**config.mk**
```make
export PLATFORM = sky130hd
export DESIGN_NAME = if_id_stage
export DESIGN_NICKNAME = d
export VERILOG_FILES = /design/src/rtl/if_id_stage_pkg.sv /design/src/rtl/if_id_stage_hazard_unit.sv /design/src/rtl/if_id_stage.sv
export SDC_FILE = /design/constraint.sdc
export NUM_CORES = 1
export LEC_CHECK = 0
export ABC_CLOCK_PERIOD_IN_PS = 3300
export CORE_AREA = 10 10 132 134
export DETAILED_ROUTE_END_ITERATION = 7
export DIE_AREA = 0 0 142 144
export PLACE_DENSITY = 0.86
export REMOVE_ABC_BUFFERS = 1
export SLEW_MARGIN = 5
export SYNTH_ARGS = -nofsm -noshare
export SYNTH_HDL_FRONTEND = slang
export SYNTH_SLANG_ARGS = --single-unit
```
**constraint.sdc**
```tcl
create_clock -name clk -period 3.3 [get_ports clk]
set_input_delay 0.66 -clock clk [delete_from_list [all_inputs] [get_ports clk]]
set_output_delay 0.66 -clock clk [all_outputs]
set_load 0.02 [all_outputs]
```
**src/rtl/if_id_stage_pkg.sv**
```systemverilog
// if_id_stage_pkg: shared encodings and field ranges for the IF/ID front end
package if_id_stage_pkg;
    localparam logic [1:0] PCSRC_SEQ = 2'b00;
    localparam logic [1:0] PCSRC_BR  = 2'b01;
    localparam logic [1:0] PCSRC_J   = 2'b10;
    localparam logic [1:0] PCSRC_JR  = 2'b11;
    localparam logic [31:0] NOP_INSTR = 32'h0000_0000;
    localparam int RS_HI = 25;
    localparam int RS_LO = 21;
    localparam int RT_HI = 20;
    localparam int RT_LO = 16;
endpackage

```
**src/rtl/if_id_stage_hazard_unit.sv**
```systemverilog
// hazard_unit: load-use hazard detection of the ID instruction against ID/EX
module hazard_unit
    import if_id_stage_pkg::*;
(
    input  logic [31:0] ifid_instr,
    input  logic        ifid_valid,
    input  logic        idex_memRead,
    input  logic [4:0]  idex_rt,
    output logic        hazard
);
    logic unused_bits;
    assign unused_bits = ^{ifid_instr[31:26], ifid_instr[15:0]};
    // Conservative match on both source fields regardless of opcode; $zero never hazards
    assign hazard = ifid_valid & idex_memRead & (idex_rt != 5'd0) &
                    ((idex_rt == ifid_instr[RS_HI:RS_LO]) | (idex_rt == ifid_instr[RT_HI:RT_LO]));
endmodule

```
**src/rtl/if_id_stage.sv**
```systemverilog
// if_id_stage: PC register, IF/ID register, stall/redirect control and counters
module if_id_stage
    import if_id_stage_pkg::*;
#(
    parameter logic [31:0] PC_RESET = 32'h0000_0000,
    parameter int          CNT_W    = 16
) (
    input  logic             clk,
    input  logic             rst,
    input  logic [31:0]      instr_in,
    input  logic             imem_ready,
    input  logic             idex_memRead,
    input  logic [4:0]       idex_rt,
    input  logic [1:0]       pcSrc,
    input  logic [31:0]      branch_target,
    input  logic [31:0]      jump_target,
    input  logic [31:0]      jr_target,
    output logic [31:0]      pc_out,
    output logic [31:0]      ifid_pc4,
    output logic [31:0]      ifid_instr,
    output logic             ifid_valid,
    output logic             ctrl_en,
    output logic             stall,
    output logic [CNT_W-1:0] stall_cnt,
    output logic [CNT_W-1:0] flush_cnt
);
    logic [31:0]      pc_q, pc_d, pc4_q, pc4_d, instr_q, instr_d, pc_plus4, target;
    logic             valid_q, valid_d, hazard, redirect;
    logic [CNT_W-1:0] stall_cnt_q, stall_cnt_d, flush_cnt_q, flush_cnt_d;

    hazard_unit u_hazard (
        .ifid_instr  (instr_q),
        .ifid_valid  (valid_q),
        .idex_memRead(idex_memRead),
        .idex_rt     (idex_rt),
        .hazard      (hazard)
    );

    assign pc_plus4 = pc_q + 32'd4;
    assign redirect = valid_q & ~hazard & (pcSrc != PCSRC_SEQ);
    assign target   = (pcSrc == PCSRC_BR) ? branch_target :
                      (pcSrc == PCSRC_J)  ? jump_target : jr_target;

    // Next state by priority: stall, redirect flush, fetch miss bubble, normal fetch
    always_comb begin
        pc_d        = pc_q;
        pc4_d       = pc4_q;
        instr_d     = instr_q;
        valid_d     = valid_q;
        stall_cnt_d = stall_cnt_q;
        flush_cnt_d = flush_cnt_q;
        if (hazard) begin
            stall_cnt_d = stall_cnt_q + {{(CNT_W-1){1'b0}}, ~&stall_cnt_q};
        end else if (redirect) begin
            pc_d        = target;
            pc4_d       = 32'd0;
            instr_d     = NOP_INSTR;
            valid_d     = 1'b0;
            flush_cnt_d = flush_cnt_q + {{(CNT_W-1){1'b0}}, ~&flush_cnt_q};
        end else if (!imem_ready) begin
            instr_d = NOP_INSTR;
            valid_d = 1'b0;
        end else begin
            pc_d    = pc_plus4;
            pc4_d   = pc_plus4;
            instr_d = instr_in;
            valid_d = 1'b1;
        end
    end

    // State registers with synchronous reset taking priority over everything
    always_ff @(posedge clk) begin
        if (rst) begin
            pc_q        <= PC_RESET;
            pc4_q       <= 32'd0;
            instr_q     <= NOP_INSTR;
            valid_q     <= 1'b0;
            stall_cnt_q <= '0;
            flush_cnt_q <= '0;
        end else begin
            pc_q        <= pc_d;
            pc4_q       <= pc4_d;
            instr_q     <= instr_d;
            valid_q     <= valid_d;
            stall_cnt_q <= stall_cnt_d;
            flush_cnt_q <= flush_cnt_d;
        end
    end

    assign pc_out     = pc_q;
    assign ifid_pc4   = pc4_q;
    assign ifid_instr = instr_q;
    assign ifid_valid = valid_q;
    assign stall      = hazard;
    assign ctrl_en    = valid_q & ~hazard;
    assign stall_cnt  = stall_cnt_q;
    assign flush_cnt  = flush_cnt_q;
endmodule

```
Yosys cells after proc, flatten, opt, wreduce, memory -nomap -nowiden
Cells that the tools add are included.

Bits in registers: 129. Bits of input ports: 139. Logic and storage cells: 38.

Reduce and logical (&&, ||, !) cells: 9. Add/subtract/negate cells: 3. Bitwise logic cells: 7. Eq/ne operators: 4. Multiplexer cells: 9.

Operators with widths (number): 32-bit 2-to-1 mux (7); 16-bit by 1-bit adder with 16-bit output (2); 32-bit by 3-bit adder with 32-bit output (second input constant) (1); 16-bit AND reduction (2); 5-bit == test (2); 1-bit bitwise AND (5); 5-bit nonzero test (1); 2-bit AND reduction (2); 2-bit nonzero test (2); 2-bit by 1-bit == test with 1-bit output (second input constant) (1); 2-bit == test (second input constant) (1); 1-bit logical NOT (2); 1-bit 2-to-1 mux (2); 1-bit NOT (1); 1-bit bitwise OR (1).

Logic depth before layout (Yosys ltp)
Depth after elaboration: 8. Mapped depth: 12. Gate-level depth less buffers: 12.

Modules after synthesis
A second synthesis with hierarchy kept.

Cells, all modules: 766. Area total of the unflattened synthesis: 6677.7 um^2.

By module, submodules not included: if_id_stage (cells each 749, instances 1, area an instance 6545.0 um^2); hazard_unit (cells each 17, instances 1, area an instance 132.6 um^2).

Worst setup path after synthesis
Ideal clock, no wire load.

Path kind: input to output. From: input idex_rt[1]. To: output ctrl_en. Stages on the path: 8. Required time: 2.640 ns. Setup slack: 0.307 ns. Arrival: 2.333 ns. Cell sequence: or3_1 o311a_1 buf_6 nand2_1 inv_1 buf_2 clkbuf_1 nor2_1.

Cells in the longest elaborated chain, start to end: 5. Elaborated cells between the ends (all ways): 8. Classes of those cells: eq/ne (2); bitwise (5); reduce/logical (1).

RTL lines: from (decl) (line if_id_stage.sv:13) `input logic [4:0] idex_rt,`; 5-bit == test or 5-bit nonzero test (tied branches) (line if_id_stage_hazard_unit.sv:15, if_id_stage_hazard_unit.sv:14); 1-bit bitwise OR or 1-bit bitwise AND (tied branches) (line if_id_stage_hazard_unit.sv:15, if_id_stage_hazard_unit.sv:14); 1-bit bitwise AND (*) (line if_id_stage_hazard_unit.sv:14) `assign hazard = ifid_valid & idex_memRead & (idex_rt != 5'd0) &`; named net stall (line if_id_stage.sv:23) `output logic stall,`; 1-bit NOT (no line) (*); 1-bit bitwise AND (*) (line if_id_stage.sv:95) `assign ctrl_en = valid_q & ~hazard;`; to (decl) (line if_id_stage.sv:22) `output logic ctrl_en,`.

The timed path passes the listed nets; every way through them passes the cells marked *.

Worst setup path in the final report
From: input idex_rt[1]. To: output ctrl_en.

Cells in the longest elaborated chain, start to end: 5. Elaborated cells between the ends (all ways): 8. Classes of those cells: eq/ne (2); bitwise (5); reduce/logical (1).

RTL lines (line): 5-bit == test or 5-bit nonzero test (tied branches) (if_id_stage_hazard_unit.sv:15, if_id_stage_hazard_unit.sv:14); 1-bit bitwise OR or 1-bit bitwise AND (tied branches) (if_id_stage_hazard_unit.sv:15, if_id_stage_hazard_unit.sv:14); 1-bit bitwise AND (*) (if_id_stage_hazard_unit.sv:14); 1-bit NOT (no line) (*); 1-bit bitwise AND (*) (if_id_stage.sv:95).

Mark *: on every way between the ends. The rest lies on a longest branch, timed or not.

==> results_dict.tcl <==
set metrics [dict create \
    setup.worst_path.end "ctrl_en" \
    rows 45 \
    cts_tree "built" \
    hold_viol 0 \
    crit_type "input pin to primary output" \
    max-slew-margin-rel 0.3087 \
    hp-class "flop to flop" \
    max_freq_mhz 323.2 \
    clock_latency_ns 0.43 \
    core_mm2 0.01486 \
    peakVddDrop_v 0.0003972 \
    syn_inst 876 \
    io_buffers 269 \
    wl_per_cell_um 19.86 \
    utilization 0.6985 \
    post_cts_resized 0 \
    cap_violations 0 \
    status "finished clean" \
    dpl.hpwl_um 19230 \
    rsz0062_at_grt "false" \
    area_growth_pct 48.34 \
    grt_max_degree 74 \
    synth_area_mm2 0.006999 \
    final_common_cell "clkdlybuf4s50_1" \
    startpoint "idex_rt[1]" \
    antenna_found_initial 0 \
    vias_per_cell 5.793 \
    synth_edf_count 0 \
    final.period_utilization 0.9376 \
    setup_ws_ns 0.2060 \
    vias 7630 \
    fin_crit_ns 3.094 \
    final_cell_mix "clkdlybuf4s50_1, dfxtp_1, nand2_1" \
    start_util 0.4709 \
    final-setup-viol-count 0 \
    grt_pass1_wl_um 40250 \
    p_leak_nw 3.667 \
    drive_gt1_frac 0.08415 \
    gp_congestion 0.8472 \
    path_max_fanout 3 \
    overflow 0 \
    synthArstFlopShare 0 \
    slew_violations 0 \
    cts_made_buffers 17 \
    required_ns 2.64 \
    yosysSeqAreaShare 0.3690 \
    io_pins 270 \
    drt-initial-drc-count 602 \
    setup_tns_ns 0 \
    pre_cts_ws_ns 0.05417 \
    antenna_cells 0 \
    dr.pass1.iters 6 \
    drc_errors 0 \
    grt_util_all_layers 0.2453 \
    r2r_slack_ns 0.81 \
    fin_skew_ns 0.009917 \
    die_x_um 142 \
    die_area_mm2 0.02045 \
    start_kind "input pin" \
    die_y_um 144 \
    clockRootBuffer "clkbuf_16" \
    ys_warn_count 0 \
    r2r_start "pc_out[2]" \
    final_nets 1260 \
    ys_types 55 \
    rr_endpoint "pc_out[22]" \
    grt_pass1_vias 7525 \
    clk_transition_reported_paths_ns 0.06 \
    hold_slack_ns 0.4516 \
    ys_seq_elements 129 \
    tightest_slew_ns 1.036 \
    end_kind "primary output" \
    ff2ff_path_depth 6 \
    cts_hold_buf 0 \
    cts_setup_buffers 0 \
    synth_ff_type "dfxtp_1" \
    syn_area_per_cell_um2 7.990 \
    clock_path_buffers 2 \
    postRouteWirelength_um 26160 \
    antenna_left 0 \
    worstPathArrival_ns 2.43 \
    clock-sinks 129 \
    power_density_mw_per_mm2 418.3 \
    cts_max_level 4 \
]
-- report_power, final --
group / internal [mW] / switching [mW] / leakage (nW)
Sequential: 1.62 / 0.0644 / 1.05
Clock: 1.20 / 0.702 / 0.283
Combinational: 0.382 / 0.379 / 2.33
Total: 3.20 / 1.15 / 3.67
-- cell type report --
cell class / instances / area, µm²
fillers: 1216 / 4482
multi-input cells: 658 / 4041
repair buffers: 296 / 2883
flip-flops and latches: 129 / 2582
clock buffers: 21 / 450.4
well taps: 188 / 235.2
clock inverters: 11 / 137.6
inverters: 14 / 52.55
-- cell families (layout without fill, tap and decap cells) --
kind of cell / count (synthesis) / after routing / synth area share
buf+inv: 89 / 342 / 0.05613
xor+xnor: 63 / 63 / 0.07883
compound gates: 230 / 230 / 0.2147
mux: 32 / 32 / 0.04827
fa+ha+maj: 5 / 5 / 0.008938
simple gates: 328 / 328 / 0.2242
flops: 129 / 129 / 0.3690
-- worst min path at each step --
stage                    from  cells after the start             end  slack [ns]
2_1_floorplan   ifid_instr[0]                      2   ifid_instr[0]        0.52
5_1_grt        ifid_instr[15]                      2  ifid_instr[15]        0.48
6_report        ifid_instr[9]                      2   ifid_instr[9]        0.45
4_1_cts         ifid_instr[9]                      2   ifid_instr[9]        0.45
3_5_place_dp    ifid_instr[9]                      2   ifid_instr[9]        0.44
3_3_place_gp   ifid_instr[27]                      2  ifid_instr[27]        0.44
-- flip-flops by register name, summed over array words and instances (netlist names) --
| signal | cells |
|---|---|
| flush_cnt | 16 |
| ifid_instr | 32 |
| ifid_pc4 | 32 |
| ifid_valid | 1 |
| pc_out | 32 |
| stall_cnt | 16 |
-- cells in the mapped netlist (5+ instances only) --
master    count  area share
ha_1          5      0.0089
a22o_1        8       0.010
nand3_1      68       0.049
o22ai_1       8      0.0072
and4_1       10       0.013
nand4_1      21       0.019
nand2_1      93       0.050
inv_1        13      0.0070
nor2_1       86       0.046
a22oi_1      30       0.032
mux2i_1      18       0.026
a211oi_1     28       0.030
xnor2_1      39       0.049
mux2_2       14       0.023
nor4_1        7      0.0063
nor3_1       15       0.011
o21ai_0      30       0.021
dfxtp_1     129        0.37
buf_2        23       0.016
xor2_1       24       0.030
clkbuf_1     44       0.024
nor2b_1       6      0.0054
a31oi_1       7      0.0063
a21oi_1      89       0.064
-- through the flow --
stage,power [mW],cells,cell area (µm²)
3_3_place_gp,2.454,1285,9792
2_1_floorplan,2.014,801,6659
5_1_grt,4.493,1317,10380
3_5_place_dp,2.469,1285,9792
4_1_cts,4.359,1317,10380
6_report,4.343,1317,10380
-- layer usage --
metal,up-vias,part of all wire,wire length [µm],track usage
li1,3627,-,-,-
met3,55,0.090,2357,0.07904
met1,3580,0.40,10340,0.2872
met5,-,0,0,0
met2,368,0.49,12710,0.4071
met4,0,0.029,755,0.09575
-- critical path, stage by stage --
cell and delay [ns]:
clkdlybuf4s50_1 0.48, or3_1 0.40, o311a_1 0.33, nand2_2 0.10
inv_2 0.06, buf_4 0.15, nor2_1 0.09, buf_4 0.16
Note: power is estimated with default switching activity, not from simulation.
